File: config.mk
export PLATFORM = sky130hd
export DESIGN_NAME = vram_blit_engine
export DESIGN_NICKNAME = d
export VERILOG_FILES = /design/src/rtl/vram_blit_engine.sv
export SDC_FILE = /design/constraint.sdc
export NUM_CORES = 1
export LEC_CHECK = 0
export BUFFER_PORTS_ARGS = -buffer_cell sky130_fd_sc_hd__clkbuf_2
export CORE_MARGIN = 2
export CORE_UTILIZATION = 49
export CTS_BUF_LIST = sky130_fd_sc_hd__clkbuf_4 sky130_fd_sc_hd__clkbuf_8
export DETAILED_ROUTE_END_ITERATION = 6
export PLACE_DENSITY = 0.76
export RECOVER_POWER = 25
export SLEW_MARGIN = 20
export SYNTH_ARGS = -nofsm -noshare
export SYNTH_HDL_FRONTEND = slang
export SYNTH_SLANG_ARGS = --single-unit
File: constraint.sdc
create_clock -name clk -period 1.97 [get_ports clk]
set_clock_uncertainty 0.05 [all_clocks]
set_input_delay 0.591 -clock clk [delete_from_list [all_inputs] [get_ports clk]]
set_output_delay 0.591 -clock clk [all_outputs]
set_load 0.02 [all_outputs]
File: src/rtl/vram_blit_engine.sv
// Block fill / block copy bus initiator for the video RAM slave port.
// Optional abort port and cancel behaviour are enabled by defining VERA_BLIT_ABORT_EN.
module vram_blit_engine #(
   parameter int ADDR_W = 15,
   parameter int LEN_W  = 15
) (
   input  logic              clk,
   input  logic              rst_n,
   input  logic              cmd_valid,
   output logic              cmd_ready,
   input  logic              cmd_op,
   input  logic [ADDR_W-1:0] cmd_src,
   input  logic [ADDR_W-1:0] cmd_dst,
   input  logic [LEN_W-1:0]  cmd_len,
   input  logic [31:0]       cmd_fill,
   input  logic [3:0]        cmd_bytesel,
   output logic              busy,
   output logic              done,
   output logic              bus_req,
   input  logic              bus_ack,
   output logic [ADDR_W-1:0] bus_addr,
   output logic [31:0]       bus_wrdata,
   output logic [3:0]        bus_wrbytesel,
   output logic              bus_write,
   input  logic [31:0]       bus_rddata
`ifdef VERA_BLIT_ABORT_EN
   ,
   input  logic              abort
`endif
);

   typedef enum logic [2:0] {
      S_IDLE  = 3'd0,
      S_FILL  = 3'd1,
      S_RD    = 3'd2,
      S_RDATA = 3'd3,
      S_WR    = 3'd4,
      S_FIN   = 3'd5
   } state_t;

   state_t            r_state;
   state_t            w_state_next;

   logic [ADDR_W-1:0] r_src;
   logic [ADDR_W-1:0] r_dst;
   logic [LEN_W-1:0]  r_len;
   logic [31:0]       r_fill;
   logic [3:0]        r_bytesel;
   logic [31:0]       r_data;

   logic              w_accept;
   logic              w_grant;
   logic              w_last;
   logic              w_abort;

   assign w_accept = cmd_valid && (r_state == S_IDLE);
   assign w_grant  = bus_req && bus_ack;
   assign w_last   = (r_len == LEN_W'(1));

`ifdef VERA_BLIT_ABORT_EN
   assign w_abort = abort;
`else
   assign w_abort = 1'b0;
`endif

   // State register
   always_ff @(posedge clk or negedge rst_n) begin
      if (!rst_n) begin
         r_state <= S_IDLE;
      end else begin
         r_state <= w_state_next;
      end
   end

   // Next-state logic
   always_comb begin
      w_state_next = r_state;
      case (r_state)
         S_IDLE: begin
            if (w_accept) begin
               if (cmd_len == '0)
                  w_state_next = S_FIN;
               else if (cmd_op)
                  w_state_next = S_RD;
               else
                  w_state_next = S_FILL;
            end
         end
         S_FILL: begin
            if (w_grant && w_last)
               w_state_next = S_FIN;
         end
         S_RD: begin
            if (w_grant)
               w_state_next = S_RDATA;
         end
         S_RDATA: begin
            w_state_next = S_WR;
         end
         S_WR: begin
            if (w_grant)
               w_state_next = w_last ? S_FIN : S_RD;
         end
         S_FIN: begin
            w_state_next = S_IDLE;
         end
         default: begin
            w_state_next = S_IDLE;
         end
      endcase
      // FIN is excluded so a late abort cannot produce a second done pulse
      if (w_abort && (r_state != S_IDLE) && (r_state != S_FIN))
         w_state_next = S_FIN;
   end

   // Output logic
   always_comb begin
      cmd_ready     = (r_state == S_IDLE);
      busy          = (r_state != S_IDLE);
      done          = (r_state == S_FIN);
      bus_req       = 1'b0;
      bus_write     = 1'b0;
      bus_addr      = '0;
      bus_wrdata    = '0;
      bus_wrbytesel = '0;
      case (r_state)
         S_FILL: begin
            bus_req       = 1'b1;
            bus_write     = 1'b1;
            bus_addr      = r_dst;
            bus_wrdata    = r_fill;
            bus_wrbytesel = r_bytesel;
         end
         S_RD: begin
            bus_req  = 1'b1;
            bus_addr = r_src;
         end
         S_WR: begin
            bus_req       = 1'b1;
            bus_write     = 1'b1;
            bus_addr      = r_dst;
            bus_wrdata    = r_data;
            bus_wrbytesel = r_bytesel;
         end
         default: begin
         end
      endcase
   end

   // Command datapath; address increments wrap naturally at ADDR_W bits
   always_ff @(posedge clk or negedge rst_n) begin
      if (!rst_n) begin
         r_src     <= '0;
         r_dst     <= '0;
         r_len     <= '0;
         r_fill    <= '0;
         r_bytesel <= '0;
         r_data    <= '0;
      end else begin
         case (r_state)
            S_IDLE: begin
               if (w_accept) begin
                  r_src     <= cmd_src;
                  r_dst     <= cmd_dst;
                  r_len     <= cmd_len;
                  r_fill    <= cmd_fill;
                  r_bytesel <= cmd_bytesel;
               end
            end
            S_FILL, S_WR: begin
               if (w_grant) begin
                  r_dst <= r_dst + ADDR_W'(1);
                  r_len <= r_len - LEN_W'(1);
               end
            end
            S_RDATA: begin
               r_data <= bus_rddata;
               r_src  <= r_src + ADDR_W'(1);
            end
            default: begin
            end
         endcase
      end
   end

endmodule

* Yosys cells after proc, flatten, opt, wreduce, memory -nomap -nowiden
Index checks and enable logic that the tools add are counted.
** Word-level totals
- Register bits after elaboration :: 116
- Input port bits :: 118
- Output and inout port bits :: 56
** Cells by class
- $add $sub $neg :: 3
- Equality and inequality tests :: 11
- Mux-type cells :: 21
- Reduce and logical (&&, ||, !) cells :: 14
** Operator list (number)
- $pmux 15 s2 :: 4
- $mux 15 :: 5
- $pmux 32 s2 :: 1
- $add 15x1->15 const B :: 2
- $mux 3 :: 6
- $eq 15x1->1 const B :: 1
- $logic_not 15->1 :: 1
- $pmux 3 s5 :: 1
- $sub 15x1->15 const B :: 1
- $eq 3x2->1 const B :: 2
- $eq 3x3->1 const B :: 2
- $ne 2x2->1 const B :: 3
- $mux 4 :: 1
- $ne 2x1->1 const B :: 2
- $reduce_and 2->1 :: 2
- $reduce_and 4->1 :: 1
- $reduce_bool 2->1 :: 2
- $eq 3x1->1 const B :: 1
- $logic_and 1x1->1 :: 3
- $logic_not 3->1 :: 1
- $reduce_and 3->1 :: 1
- $reduce_bool 3->1 :: 1
- $reduce_or 3->1 :: 1
- $mux 1 :: 2
- 2 further kinds :: 2

* Logic depth before layout (Yosys ltp)
- Word-level depth :: 7
- Mapped depth :: 10
- Gate-level depth less buffers :: 7

* Worst setup path before layout
OpenSTA, ideal clock, no wires.
- Path type :: flip-flop to output port
- Start :: register r_state[0]
- End :: output port bus_addr[4]
- Data arrival time :: 1.674 ns
- Required time :: 1.329 ns
- Slack :: -0.345 ns
- Cell stages (with the launch flop) :: 7
- Buffers on the path :: 3
- Path through :: dfrtp_1 > buf_4 > xnor2_1 > or2_1 > buf_4 > clkbuf_1 > o21ai_0
** Between the ends
- Cells in the longest elaborated chain, start to end :: 3
- Elaborated cells on any way between the ends :: 5
- Classes of those cells :: eq/ne (3); mux (1); reduce/logical (1)
** RTL lines
- from (decl) :: line 41 : state_t r_state;
- from (signal assigned) :: line 71 : r_state <= w_state_next;
- $eq 3x3->1 or $eq 3x1->1 (tied branches) :: line 126 : case (r_state)
- $reduce_or 2->1 (no line)
- $pmux 15 s2 (*) :: line 126
- to (decl) :: line 21 : output logic [ADDR_W-1:0] bus_addr,
Every way passes the cells marked *; elsewhere a longest branch is shown, timed or not.

* Worst setup path in the final report
- Start :: register r_state[1]
- End :: output port bus_wrdata[24]
** Between the ends
- Cells in the longest elaborated chain, start to end :: 2
- Elaborated cells on any way between the ends :: 3
- Classes of those cells :: eq/ne (2); mux (1)
** RTL lines
- $eq 3x3->1 or $eq 3x1->1 (tied branches) :: line 126
- $pmux 32 s2 (*) :: line 126
- to (decl) :: line 22 : output logic [31:0] bus_wrdata,
Marks and branches as above.

==> results.sh <==
export IMPL_antenna_cells=0
export IMPL_cts_tree="built"
export IMPL_fp_dieH_um=115.5
export IMPL_synth_area_leaders="dfrtp_1, nand2_1, a22o_1, o21ai_0, a21oi_1"
export IMPL_hold_violations=0
export IMPL_via_per_inst=5.762
export IMPL_status="finished, violations left"
export IMPL_drive_above_1_share_pct=39.20
export IMPL_max_freq_mhz=402.4
export IMPL_maxCapViolCount=1
export IMPL_multi_input_area_sq_um=3382
export IMPL_power_frac_clock_pct=14.3
export IMPL_ys_flop_type="dfrtp_1"
export IMPL_htree_levels=4
export IMPL_ir_worst_vdd_v=0.0008793
export IMPL_final_period_utilization_pct=126.1
export IMPL_seqPwrFrac_pct=27.2
export IMPL_yosysWarnings=0
export IMPL_p_sw_mw=7.185
export IMPL_dpl_cell_area_sq_um=7732
export IMPL_area_delta_synth_final_pct=52.14
export IMPL_dp_cells=1066
export IMPL_slew_limit_headroom_pct=-1.128
export IMPL_io_buffer_count=173
export IMPL_syn_area_sq_um=6088
export IMPL_syn_inst=717
export IMPL_seq_area_frac_synth_pct=47.68
export IMPL_cts_num_sinks=116
export IMPL_hpwl_mm=13.03
export IMPL_finalNonFillerCells=1122
export IMPL_synth_nets=839
export IMPL_synth_cell_type_count=59
export IMPL_tns_ns=-25.19
export IMPL_startpoint="r_state[1]"
export IMPL_overflow=0
export IMPL_total_power_mw=17.29
export IMPL_rsz0062_at_grt="yes"
export IMPL_leakage_nw=4.549
export IMPL_grt_max_degree=66
export IMPL_end_kind="primary output"
export IMPL_setup_viol=56
export IMPL_path_class="reg -> out"
export IMPL_drt_iter0_drc=577
export IMPL_async_reset_ff_share_pct=100.0
export IMPL_cp_arrival_ns=1.84
export IMPL_utilization_pct=76.79
export IMPL_worst_ep_required_time_ns=1.33
export IMPL_dr_total_vias=6465
export IMPL_clkLatencyLatePin_ns=0.43
export IMPL_p_comb_share_pct=58.6
export IMPL_ys_seq_elements=116
export IMPL_die_w_um=115.5
export IMPL_max_slew_worst_pin_slew_ns=1.517
export IMPL_failed_checks="capacitance limit, slew limit, setup timing"
export IMPL_pwr_density_cell_nw_per_um2=1867
export IMPL_p_sw_share_pct=41.55
export IMPL_hp_start="bus_rddata[5]"
export IMPL_start_util_pct=50.48
export IMPL_start_kind="flip-flop"
export IMPL_cts_clk_slew_worst_paths_ns=0.08
export IMPL_yosys_area_top_type="dfrtp_1"
export IMPL_gp_congestion=0.8996
export IMPL_antenna_found_initial=1
export IMPL_coreArea_sq_um=12060
export IMPL_antenna_left=0
export IMPL_io_pins=174
export IMPL_grt_pass1_wl_mm=31.69
export IMPL_num_rows=40
export IMPL_numCtsBuffers=17
export IMPL_cts_root_buf="clkbuf_8"
export IMPL_synth_edf_count=0
export IMPL_hold_path_class="in -> reg"
export IMPL_dr_pass1_iters=5
export IMPL_cp_max_fo=8
export IMPL_post_route_drc_count=0
export IMPL_grtUsageTotal_pct=30.45
export IMPL_cts_buffer_depth=2
export IMPL_num_fill_cells=803
export IMPL_synth_top_area_share_pct=47.68
export IMPL_timing_final_ws_setup_ns=-0.5149
export IMPL_grt_pass1_vias=6506
export IMPL_fin_area_sq_um=9263
export IMPL_seqCellArea_sq_um=2905
export IMPL_internal_power_mw=10.11
export IMPL_cts_hold_fix_buffers=0
export IMPL_reg2reg_from="r_state[2]"
export IMPL_synth_avg_cell_area_sq_um=8.491
export IMPL_final_nets=1063
export IMPL_wl_per_cell_um=17.99
export IMPL_dieArea_sq_um=13330
export IMPL_wirelength_mm=20.18
export IMPL_finalMaxSlewViolations=66
export IMPL_finalCriticalPeriod_ns=2.485
[placed cells by master, fill, tap and decap left out, types with 5 or more instances in the layout]
cell / count
clkinv_4: 5
and2_4: 7
a2bb2oi_1: 9
nor2_1: 21
buf_6: 8
o22ai_1: 5
nand2_4: 6
buf_4: 52
nand3_1: 20
and3_1: 9
a22o_1: 16
nand2_2: 6
clkbuf_8: 39
buf_12: 7
buf_8: 35
a22o_4: 27
inv_1: 5
dfrtp_1: 114
o211ai_1: 7
nand4_1: 8
o21ai_1: 7
clkbuf_2: 117
nor3_1: 14
a21oi_1: 35
nand2_1: 229
nor4_1: 8
o21ai_0: 28
[critical path, stage by stage, from the launching register on]
cell,delay (ns)
dfrtp_2,0.46
buf_6,0.14
nor3_4,0.19
buf_12,0.17
buf_16,0.14
a22o_1,0.16
clkbuf_8,0.15
[cell type report]
class	instances	area share, %
Tap cell	168	2.269
Inverter	9	0.5673
Multi-Input combinational cell	544	36.51
Timing Repair Buffer	252	24.27
Sequential cell	116	31.37
Clock buffer	20	2.904
Clock inverter	12	1.932
Timing Repair inverter	1	0.1756
[flip-flops by register name, indices dropped and copies added, names as in the netlist]
register / cells
r_fill: 32
r_dst: 15
r_data: 32
r_state: 3
r_len: 15
r_bytesel: 4
r_src: 15
[cell usage after synthesis (all sizes together), types with 5 or more instances]
cell	count
nand2	241
dfrtp	116
a22o	43
o21ai	38
a21oi	35
buf	29
nor2	26
nand3	21
nor3	20
clkbuf	19
and3	10
a2bb2oi	9
and2	9
inv	9
nor4	9
nand4	8
o211ai	7
o22ai	7
a311oi	5
[power groups by stage]
stage	clock (mW)	combinational [mW]	sequential [mW]
6_report	2.47	10.1	4.70
5_1_grt	2.61	10.9	4.84
4_1_cts	2.50	9.13	4.61
3_5_place_dp	0	7.55	4.61
3_3_place_gp	0	7.33	4.54
2_1_floorplan	0	5.42	4.39
[metrics by stage]
stage	worst slack [ns]	hold slack [ns]
6_report	-0.5149	0.2847
2_1_floorplan	-0.1342	0.2454
4_1_cts	-0.5539	0.08403
3_3_place_gp	-0.1700	0.4083
5_1_grt	-0.5976	0.2806
3_5_place_dp	-0.2018	0.4137
[layer usage]
layer | up-vias | GRT usage [%] | wire (um)
met5 | - | 0 | 13
met1 | 3111 | 37.29 | 7983
met3 | 44 | 8.368 | 1609
li1 | 2979 | - | -
met2 | 329 | 51.31 | 10160
met4 | 2 | 11.97 | 412
[path summary, 6_finish.rpt]
path                                        to  slack, ns  cells past startpoint
worst max register to register       r_len[13]          0                      9
max in group asynchronous           r_state[2]       0.27                      2
min in group asynchronous             r_len[5]       0.48                      2
worst min register to register       r_data[9]       0.43                      2
worst min-delay path                 r_data[5]       0.28                      3
worst max-delay path            bus_wrdata[24]      -0.51                      6
[logic make-up after synthesis]
group / share of synthesized area, %
simple gates: 26.98
compound gates: 19.48
flops: 47.68
buf+inv: 4.418
fa+ha+maj: 0.8221
xor+xnor: 0.2878
mux: 0.3288
[repair_timing]
action | 4_1_cts | 5_1_grt
gates cloned | 4 | 4
buffers inserted | 10 | 10
pin swaps | 13 | 44
setup endpoints to repair | 64 | 98
endpoints found under the hold margin | 0 | 0
resized for setup | 146 | 78
Note: power is estimated with default switching activity, not from simulation.
